<file path="src/rtl/sumador_serial.sv">
// sumador_serial: bit-serial adder computing {cout,sum} = a + b + cin.
// One full-adder cell handles one bit per clock, LSB first, and the carry is
// held in a register between bits. An addition takes WIDTH RUN cycles plus
// one DONE cycle.
//
// Ports:
//   clk    - clock, all state changes on its rising edge
//   rst_n  - asynchronous active-low reset
//   start  - request a new addition (sampled only in IDLE)
//   a, b   - WIDTH-bit operands, captured together with start
//   cin    - carry-in, captured together with start
//   busy   - high while the addition is running (RUN)
//   done   - one-cycle pulse: sum/cout have just been updated (DONE)
//   sum    - WIDTH-bit result, held until the next completion
//   cout   - final carry-out, held until the next completion
module sumador_serial #(
  parameter int unsigned WIDTH = 8
) (
  input  logic             clk,
  input  logic             rst_n,
  input  logic             start,
  input  logic [WIDTH-1:0] a,
  input  logic [WIDTH-1:0] b,
  input  logic             cin,
  output logic             busy,
  output logic             done,
  output logic [WIDTH-1:0] sum,
  output logic             cout
);

  localparam int unsigned   CW   = (WIDTH > 1) ? $clog2(WIDTH) : 1;
  localparam logic [CW-1:0] LAST = CW'(WIDTH - 1);

  typedef enum logic [1:0] {
    IDLE,
    RUN,
    DONE
  } state_t;

  state_t           r_state;
  state_t           w_next;
  logic [WIDTH-1:0] r_a;
  logic [WIDTH-1:0] r_b;
  logic [WIDTH-1:0] r_res;
  logic             r_carry;
  logic [CW-1:0]    r_cnt;
  logic             w_s;
  logic             w_c;
  logic             w_last;

  // Full-adder cell on the operand LSBs and the registered carry
  assign w_s    = r_a[0] ^ r_b[0] ^ r_carry;
  assign w_c    = (r_a[0] & r_b[0]) | (r_carry & (r_a[0] ^ r_b[0]));
  assign w_last = (r_cnt == LAST);

  always_ff @(posedge clk or negedge rst_n) begin
    if (!rst_n) begin
      r_state <= IDLE;
    end else begin
      r_state <= w_next;
    end
  end

  always_comb begin
    w_next = r_state;
    busy   = 1'b0;
    done   = 1'b0;
    unique case (r_state)
      IDLE: begin
        if (start) w_next = RUN;
      end
      RUN: begin
        busy = 1'b1;
        if (w_last) w_next = DONE;
      end
      DONE: begin
        done   = 1'b1;
        w_next = IDLE;
      end
      default: w_next = IDLE;
    endcase
  end

  always_ff @(posedge clk or negedge rst_n) begin
    if (!rst_n) begin
      r_a     <= '0;
      r_b     <= '0;
      r_res   <= '0;
      r_carry <= 1'b0;
      r_cnt   <= '0;
      sum     <= '0;
      cout    <= 1'b0;
    end else begin
      unique case (r_state)
        IDLE: begin
          if (start) begin
            r_a     <= a;
            r_b     <= b;
            r_carry <= cin;
            r_cnt   <= '0;
          end
        end
        RUN: begin
          r_a     <= r_a >> 1;
          r_b     <= r_b >> 1;
          r_res   <= {w_s, r_res[WIDTH-1:1]};
          r_carry <= w_c;
          // Counter stops at LAST, so it never wraps inside an operation
          if (!w_last) r_cnt <= r_cnt + 1'b1;
          // Publish directly from the shift input so the last bit is included
          if (w_last) begin
            sum  <= {w_s, r_res[WIDTH-1:1]};
            cout <= w_c;
          end
        end
        default: ;
      endcase
    end
  end

endmodule

</file>
<file path="config.mk">
export PLATFORM = sky130hd
export DESIGN_NAME = sumador_serial
export DESIGN_NICKNAME = d
export VERILOG_FILES = /design/src/rtl/sumador_serial.sv
export SDC_FILE = /design/constraint.sdc
export NUM_CORES = 1
export LEC_CHECK = 0
export ABC_AREA = 1
export CORE_ASPECT_RATIO = 0.9
export CORE_MARGIN = 5
export CORE_UTILIZATION = 52
export CTS_BUF_LIST = sky130_fd_sc_hd__clkbuf_4 sky130_fd_sc_hd__clkbuf_8 sky130_fd_sc_hd__clkbuf_16
export CTS_CLUSTER_DIAMETER = 50
export CTS_CLUSTER_SIZE = 28
export DETAILED_ROUTE_END_ITERATION = 6
export HOLD_SLACK_MARGIN = 0.12
export PLACE_DENSITY = 0.79
export SLEW_MARGIN = 25
export SYNTH_ARGS = -nofsm -noshare
export SYNTH_HDL_FRONTEND = slang
export SYNTH_SLANG_ARGS = --single-unit
</file>
<file path="constraint.sdc">
create_clock -name clk -period 1.7 [get_ports clk]
set_input_delay 0.34 -clock clk [delete_from_list [all_inputs] [get_ports clk]]
set_output_delay 0.34 -clock clk [all_outputs]
set_load 0.02 [all_outputs]
</file>
==> run metrics <==
Yosys warning count=0; Leak Pwr=0.001171 uW; row count=20; Critical Path Start Type=register; vias in the first global route=1437; clock tree sinks=38; routed vias/inst=4.986; hold path depth=2; clock root cell=clkbuf_8; Hold WC Path Type=register to register; global-route wire length before repair=around 6100 um; # DRC=0; filler cell count=roughly 290; most common cell after layout, fill and taps aside=nand2_1; First-pass DRT Iterations=4; max-cap check violation count=0; startpoint of the worst hold path=sum[0]; Seq cells post-synth=38; fin crit share=0.9364; most used routing layer=met2; FF-to-FF path depth=6; commonest non-fill, non-tap cells in the layout=nand2_1, nand3_1, dfrtp_1; Slew @ Worst Pin=between 400 and 500 ps; Port Buf Inserts=30; CP Class=register to output pin; worst skew pair latency=290 ps; antenna-violating nets left=0; sequential share of the synthesized area=0.5205; RSZ-0062 raised after global routing=false; Num CTS Buffers=5; met1 Usage GRT=0.1944; library cells used by synthesis=19; total congestion overflow=0; Ant. Diodes=0; crit path DAT=1250 ps; Chip Width=between 70 and 80 um; grt met3 use=0.03799; Max Fclk=628.2 MHz; Slew Limit Fails=0; Worst R2R End=r_a[0]; Clock transition at path regs=70 ps; layout cell share with drive strength beyond 1=0.1155; I/O Pins=31; GP Congestion=about 0.79; CP Data Required Time=approximately 1400 ps; Setup Skew=between 4 and 5 ps; post-route cell area=2252 um2; Setup violations, final=0; synthesized instance count=approximately 220; met2 Track Usage GR=0.2875; Placeable Area=3378 um2; Initial Utilization=0.5407; Post-CTS Setup Bufs=0; Max IR drop VDD=0.8876 mV; Critical Path End Type=output pin; area taken by multi-input logic gates=roughly 670 um2; hpwl dp=2461 um; CTS tree=built; status=completed; CTS max path bufs=2; CTS H-tree depth=2; Crit Path Max Fanout=6; pwr dens=between 1500 and 2000 nW/um2; final total negative setup slack=0 ps; Tmin final=1592 ps; Post-Syn Area=1827 um2; register area=between 900 and 1000 um2; relative slew slack=0.6820; Vias=1471; final WL=3540 um; Synth Net Count=239; initial antenna violation count=0; total global routing track utilization=0.1649; worst r2r src=r_state[0]; DRT iter0 DRCs=68; die area=4800 um2; hold path endpoint=sum[0]; fin nets=274; Post-Syn Area per Cell=8.457 um2; final hold vios=0; R2R setup slack=220 ps; Area Overhead vs Synth=23.29%; post-place instance area=roughly 2200 um2; drt wl/cell=12.00 um; largest net degree at the start of global routing=39; chip height=approximately 66 um
[cell type report]
| class | instances | share of cell area |
|---|---|---|
| multi-input cells | 131 | 0.2961 |
| clock buffers | 5 | 0.03056 |
| inverters | 36 | 0.06111 |
| well taps | 44 | 0.02444 |
| clock inverters | 2 | 0.004444 |
| flip-flops and latches | 38 | 0.4222 |
| repair buffers | 39 | 0.1611 |
[worst max-delay path by stage]
stage,start,end
after floorplan,r_state[1],done
after global placement,start,r_a[1]
after detailed placement,start,r_a[0]
after CTS,r_state[0],done
after global routing,r_state[0],busy
final,r_state[0],busy
[metrics by stage]
step                        util  cells  hold WS [ps]  worst slack, ps  total power [uW]
final                     0.6667    295         480.5            108.1              3828
after global routing      0.6667    295         513.0            37.50              4197
after CTS                 0.6667    295         485.7            97.29              3871
after detailed placement  0.6411    287         413.3            95.15              3288
after global placement    0.6411    287         415.0            143.5              3227
after floorplan                -    216         44.41            351.3              2766
[cells by family (layout without fill, tap and decap cells)]
family / after synthesis / count (layout) / share of synthesized area
AO/OA/AOI/OAI: 16 / 16 / 0.06027
buffers and inverters: 47 / 82 / 0.1144
flip-flops: 38 / 38 / 0.5205
adder cells (fa/ha/maj): 3 / 3 / 0.02466
AND/OR/NAND/NOR: 112 / 112 / 0.2801
[routing by layer]
layer | wire [um] | vias to the layer above
met5 | 0 | -
met4 | 60 | 0
met3 | 164 | 8
met2 | 1773 | 28
met1 | 1541 | 689
li1 | - | 746
[what timing repair did]
| item | CTS | global route |
|---|---|---|
| hold buffers | 1 | 0 |
| hold endpoints to repair | 38 | 0 |
| resized for setup | 2 | 0 |
| endpoints found under the setup margin | 2 | 0 |
[flip-flops by register name, summed over array words and instances, names as in the netlist]
name and flops:
r_b 8, r_a 8, r_cnt 3, r_state 2, cout 1, r_res 7, sum 8, r_carry 1
[report_power, final]
| part | switching (uW) | internal, uW |
|---|---|---|
| registers | 232 | 1310 |
| logic | 996 | 711 |
| clock network | 302 | 275 |
| total | 1530 | 2300 |
[worst max-delay path, cell delays in order, from the launching register on]
cell and delay (ps):
dfrtp_1 460, inv_4 80, nor2_4 80, dlygate4sd2_1 340
[cell usage after synthesis]
cell | n | area, um2
nand2_1 | 57 | 214.0
buf_6 | 2 | 22.52
clkbuf_1 | 1 | 3.750
nor2_1 | 2 | 7.510
inv_4 | 1 | 6.260
nand4_1 | 5 | 31.28
o21ai_2 | 8 | 70.07
buf_2 | 6 | 30.03
nand2_4 | 2 | 22.52
dfrtp_1 | 38 | 950.9
inv_1 | 34 | 127.6
o21ai_1 | 1 | 5.000
buf_4 | 2 | 15.01
inv_2 | 1 | 3.750
fa_1 | 1 | 20.02
ha_1 | 2 | 25.02
nand3_1 | 45 | 225.2
o21ai_0 | 7 | 35.03
nor2_4 | 1 | 11.26
(Power assumes the default switching activity.)
